===== src/rtl/cpu_defs.sv =====
// Shared core-wide definitions used by fetch, hazard-detection and decode.
package cpu_defs;

    localparam int unsigned WORD_W = 32;

    typedef logic [WORD_W-1:0] word_t;

    localparam word_t RESET_PC  = 32'h0000_0000;
    localparam word_t NOP_INSTR = 32'h0000_0000;
    localparam word_t PC_INC    = 32'd4;

    typedef struct packed {
        word_t instr;
        word_t pcPlus4;
        logic  valid;
    } ifid_t;

    function automatic word_t alignPc(input word_t addr);
        return addr & ~word_t'(3);
    endfunction

endpackage


===== src/rtl/fetch_stage_sat_counter.sv =====
// Saturating up-counter with enable and asynchronous active-low clear.
module sat_counter
    import cpu_defs::*;
#(
    parameter int unsigned WIDTH = WORD_W
) (
    input  logic             clk,
    input  logic             rst_n,
    input  logic             en,
    output logic [WIDTH-1:0] count
);

    always_ff @(posedge clk or negedge rst_n) begin
        if (!rst_n) begin
            count <= '0;
        end else if (en && (count != '1)) begin
            count <= count + 1'b1;
        end
    end

endmodule


===== src/rtl/fetch_stage.sv =====
// Instruction fetch: PC register, IF/ID pipeline register and stall/flush counters.
module fetch_stage
    import cpu_defs::*;
#(
    parameter word_t RESET_PC  = cpu_defs::RESET_PC,
    parameter word_t NOP_INSTR = cpu_defs::NOP_INSTR
) (
    input  logic        clk,
    input  logic        rst_n,
    input  logic        stall,
    input  logic        redirect,
    input  logic [31:0] redirectTarget,
    output logic [31:0] imemAddr,
    input  logic [31:0] imemData,
    output logic [31:0] idInstr,
    output logic [31:0] idPcPlus4,
    output logic        idValid,
    output logic [31:0] stallCount,
    output logic [31:0] flushCount
);

    word_t pc;
    word_t pcPlus4;
    ifid_t ifid;
    logic  flushEn;

    assign pcPlus4 = pc + PC_INC;
    // A redirect arriving while stalled is dropped; ID re-resolves it later.
    assign flushEn = redirect & ~stall;

    always_ff @(posedge clk or negedge rst_n) begin
        if (!rst_n) begin
            pc   <= RESET_PC;
            ifid <= '{instr: NOP_INSTR, pcPlus4: '0, valid: 1'b0};
        end else if (!stall) begin
            if (redirect) begin
                pc   <= alignPc(redirectTarget);
                ifid <= '{instr: NOP_INSTR, pcPlus4: '0, valid: 1'b0};
            end else begin
                pc   <= pcPlus4;
                ifid <= '{instr: imemData, pcPlus4: pcPlus4, valid: 1'b1};
            end
        end
    end

    assign imemAddr  = pc;
    assign idInstr   = ifid.instr;
    assign idPcPlus4 = ifid.pcPlus4;
    assign idValid   = ifid.valid;

    sat_counter #(.WIDTH(WORD_W)) uStallCnt (
        .clk   (clk),
        .rst_n (rst_n),
        .en    (stall),
        .count (stallCount)
    );

    sat_counter #(.WIDTH(WORD_W)) uFlushCnt (
        .clk   (clk),
        .rst_n (rst_n),
        .en    (flushEn),
        .count (flushCount)
    );

endmodule


===== config.mk =====
export PLATFORM = sky130hd
export DESIGN_NAME = fetch_stage
export DESIGN_NICKNAME = d
export VERILOG_FILES = /design/src/rtl/cpu_defs.sv /design/src/rtl/fetch_stage_sat_counter.sv /design/src/rtl/fetch_stage.sv
export SDC_FILE = /design/constraint.sdc
export NUM_CORES = 1
export LEC_CHECK = 0
export ABC_AREA = 1
export BUFFER_PORTS_ARGS = -buffer_cell sky130_fd_sc_hd__buf_2
export CAP_MARGIN = 20
export CORE_MARGIN = 8
export CORE_UTILIZATION = 40
export CTS_CLUSTER_SIZE = 14
export DETAILED_ROUTE_END_ITERATION = 8
export GPL_ROUTABILITY_DRIVEN = 0
export PLACE_DENSITY_LB_ADDON = 0.2
export SLEW_MARGIN = 10
export SYNTH_ARGS = -nofsm -noshare
export SYNTH_HDL_FRONTEND = slang
export SYNTH_SLANG_ARGS = --single-unit

===== constraint.sdc =====
create_clock -name clk -period 2.1 [get_ports clk]
set_input_delay 0.315 -clock clk [delete_from_list [all_inputs] [get_ports clk]]
set_output_delay 0.315 -clock clk [all_outputs]
set_load 0.005 [all_outputs]

**Word level (Yosys, flattened, before mapping)**

Cells that the tools add are included.

- Eq/ne operators: 2
- Add/subtract/negate cells: 3
- Reductions and logical operators: 2
- Bitwise gates (word level): 2
- Multiplexer cells: 2

Operators with widths:

| operator | count |
|---|---|
| two-way mux 65 bit | 1 |
| adder 32 x 1 -> 32 bit, second input constant | 2 |
| inequality test 32 bit, second input constant | 2 |
| adder 32 x 3 -> 32 bit, second input constant | 1 |
| two-way mux 32 bit | 1 |
| logical AND 1 bit | 2 |
| AND 1 bit | 1 |
| NOT 1 bit | 1 |

- Word-level logic and storage cells: 17
- Input port bits: 68
- Output and inout port bits: 161
- Register bits after elaboration: 161

**Depth between registers and ports, before layout**

- Depth after elaboration: 3
- Gate-level depth with buffers: 11
- Mapped depth without buffers: 10

**By module**

Synthesis repeated with hierarchy kept, for this count alone.

- Cell total of the unflattened synthesis: 1190
- Area total of the unflattened synthesis: 8797.2 µm²

Modules (own cells, without submodules):

| module | cells an instance | instances | area an instance (µm²) |
|---|---|---|---|
| fetch_stage | 524 | 1 | 4415.5 |
| sat_counter | 333 | 2 | 2190.9 |

**Least setup slack after synthesis**

No wires, ideal clock.

- Path type: reg-to-reg
- Start: register uStallCnt.count[0]
- End: register uStallCnt.count[29]
- Cell stages (with the launch flop): 12
- Data arrival time: 1.592 ns
- Buffers on the path: 1
- Setup slack: 0.391 ns
- Required time: 1.984 ns
- Path through: dfrtp_1 -> ha_1 -> inv_1 -> nor2_4 -> nand2_2 -> nor2_4 -> nand2_4 -> nand2_8 -> inv_4 -> buf_6 -> nand2_1 -> nand2_1

- Cells in the longest elaborated chain, start to end: 2
- Elaborated cells between the ends (all ways): 3

Ends and longest elaborated chain:

| element | RTL line | RTL |
|---|---|---|
| start: declaration | fetch_stage_sat_counter.sv:10 | `output logic [WIDTH-1:0] count` |
| start signal: assignment | fetch_stage_sat_counter.sv:17 | `count <= count + 1'b1;` |
| parallel branches: the longest is 2 deep, another holds adder 32 x 1 -> 32 bit | n/a |  |

Parallel ways; which one is timed is not known.
A chain may end at the register's enable or synchronous reset.

**Final worst setup path**

- Start: register uStallCnt.count[1]
- End: register uStallCnt.count[19]

The elaborated chain is that of the path after synthesis.

==> impl_metrics.yaml <==
status:
  status: "finished clean"
worst_setup_path:
  crit_arrival_ns: 2.27
  cp_num_cells: 10
  cp_slowest_stage_delay_ns: 0.42
  r2r_end: "uStallCnt.count[19]$_DFFE_PN0P_"
  path_cells: "ha_1 > inv_1 > nor2_4 > nand2_2 > nor2_4 > nand2_4 > nand2_8 > buf_4 > nand2_1 > nand2_1"
  worstSetupEndpoint: "uStallCnt.count[19]$_DFFE_PN0P_"
  cp_top_family: "simple AND/OR/NAND/NOR gates"
  reg2regPathDepth: 10
  cp-end-kind: "flip-flop"
  worst_setup_path_start_kind: "flip-flop"
  critPathRequiredTime_ns: 2.46
  timing.rr.start: "uStallCnt.count[1]$_DFFE_PN0P_"
  crit_fanout: 17
  worst-path-buf-inv: 2
  startpoint: "uStallCnt.count[1]$_DFFE_PN0P_"
  rrSetupSlack_ns: 0.19
  crit_type: "flip-flop to flip-flop"
  crit_path_top_delay_cell: "dfrtp_1"
routing:
  finalWirelength_mm: 25.9
  drcViolationCount: 0
  ant_nets: 0
  wl_per_cell_um: 15.0
  drtIter0Drc: 495
  firstDrtPassIters: 5
  routed_via_density: 4.85
  num_vias: 8365
yosys:
  synthTopCellsByArea: "dfrtp_1 46%, nand2_1 25%, nor2_1 5.9%, a22o_1 3.3%, inv_1 3.3%"
  syn_inst: 1202
  avgSynthCellArea_um2: 7.22
  synth_top_area_share_pct: 45.6
  ys_top_cells_by_count: "582 x nand2_1, 158 x dfrtp_1, 137 x nor2_1, 77 x inv_1, 57 x nand3_1"
  synth_cell_types: 32
  seq_area_frac_synth_pct: 45.6
  ys_warn_count: 0
  synth-edff-count: 0
  synth_top_area_cell: "dfrtp_1"
  synth.most_common_cell: "nand2_1"
  ys_ff_latch: 158
  synth-async-reset-ratio_pct: 100
  netlist_area_um2: 8680
  ys.flop_type: "dfrtp_1"
global_route:
  grt_usage_pct: 19.5
  grt_antenna_before_repair: 0
  grt_max_degree: 57
  grt-ovfl-total: 0
  grt_pass1_wl_mm: 41.9
  grt_pass1_vias: 7935
floorplan:
  start_util_pct: 40.3
  die_w_um: 163
  fp-row-count: 54
  core_um2: 21600
  die_h_um: 163
  ioPinCount: 229
  die_area_um2: 26700
clock_tree:
  cts_tree: "done"
  cts.clk_slew.worst_paths_ns: 0.07
  cts_resized: 0
  clk_path_buf_depth: 2
  cts_made_buffers: 17
  cts-root-buf: "clkbuf_16"
  post-cts-setup-buffers: 0
  clock_latency_ns: 0.43
  htreeDepth: 4
  cts_sinks: 158
  hold_buffers: 1
power_and_ir_drop:
  power.static_leakage_nw: 5.90
  vdd_drop_max_mv: 0.519
  total_power_mw: 7.99
  powerDensity_nw_per_um2: 743
hold_path:
  min_path_type: "primary input to flip-flop"
placed_design:
  dp_hpwl_mm: 19.6
  dpl.cell_count: 1691
  dp_slack_ns: 0.180
  port_buffers: 224
sta:
  drv_slew: 0
  fin_ws_ns: 0.195
  rsz0062_at_grt: "no"
  fin_setup_tns_ns: 0
  finalHoldViolCount: 0
  finalCritPeriodShare_pct: 90.7
  slew_headroom_pct: 60.6
  timing.fmax_mhz: 525
  fin_skew_ns: 0.0145
  setup-violations-final: 0
  tightest_slew_ns: 0.590
  min_period_ns: 1.91
finish:
  utilization_pct: 49.9
  final-seq-area_um2: 3950
  diodes: 0
  fillers: 2218
  fin_cells: 1724
  drive_gt1_share_pct: 20.4
  syn2layout_area_growth_pct: 23.9
  multi_input_area_um2: 4230
  nets: 1502
flow_run:
  drv_cap: 0
==> sequential cells by signal, summed over array words and instances (netlist names) <==
signal,flops
idInstr,32
idPcPlus4,31
idValid,1
imemAddr,30
uFlushCnt.count,32
uStallCnt.count,32
==> where the power goes <==
group	switching, mW	internal (mW)
clock network	1.48	1.60
logic	0.735	0.566
registers	0.296	3.32
==> worst register-to-register path: cells and delay by family (launching register included) <==
family                     cells  cell delay [ns]
adders and majority gates      1             0.25
buffers and inverters          2             0.34
DFF                            1             0.42
and+or+nand+nor                7             0.83
==> cell families (layout without fill, tap and decap cells) <==
logic type / count (synthesis) / in the layout / synth area share, %
adder cells (fa/ha/maj): 3 / 3 / 0.433
buffers and inverters: 113 / 354 / 5.85
AND/OR/NAND/NOR: 830 / 830 / 39.5
XOR/XNOR: 33 / 33 / 3.33
flip-flops: 158 / 158 / 45.6
AO/OA/AOI/OAI: 64 / 64 / 5.29
other: 1 / 2 / 0.0432
==> worst min-delay path by stage <==
stage,to,depth (start not counted),from,slack (ns)
after CTS,imemAddr[3]$_DFFE_PN0N_,3,redirectTarget[3],0.07
after detailed placement,uStallCnt.count[20]$_DFFE_PN0P_,1,rst_n,0.23
after floorplan,idInstr[0]$_DFFE_PN0N_,0,rst_n,0.02
after global routing,idInstr[16]$_DFFE_PN0N_,2,imemData[16],0.08
after global placement,uStallCnt.count[5]$_DFFE_PN0P_,1,rst_n,0.23
final,imemAddr[3]$_DFFE_PN0N_,3,redirectTarget[3],0.09
==> through the flow <==
stage               instance area, um2  hold WS [ns]
global route                     10800        0.0835
global placement                 10200         0.229
CTS                              10800        0.0699
finish                           10800        0.0932
detailed placement               10200         0.232
floorplan                         8680        0.0194
==> cell usage in the layout, fill, tap and decap left out, types with 3 or more instances in the layout <==
cell       instances
nand2_1          582
buf_2            222
dfrtp_1          158
nor2_1           136
inv_1             77
nand3_1           57
a22o_1            33
nand3b_1          27
xor2_1            19
o21ai_0           19
clkbuf_16         17
buf_4             15
xnor2_1           14
nand4_1            9
inv_6              5
nor2_4             4
nand2_4            4
o211ai_1           4
a21oi_1            4
clkinv_8           4
buf_12             4
nor2_2             3
nand2_2            3
ha_1               3
inv_8              3
==> cell type report <==
type / instances / area share (%)
inverter: 79 / 2.80
clock inverter: 15 / 1.55
clock buffer: 17 / 3.96
multi-input combinational: 932 / 39.4
timing repair buffer: 243 / 12.3
sequential: 158 / 36.8
tap: 280 / 3.26
==> routing by layer <==
layer	vias to the layer above	part of all wire, %	GRT usage, %
li1	4214	-	-
met1	3914	46	26.1
met2	214	46	31.2
met3	23	6.6	4.51
met4	0	1.2	5.38
met5	-	0	0
Power figures use the tool's default switching activity.
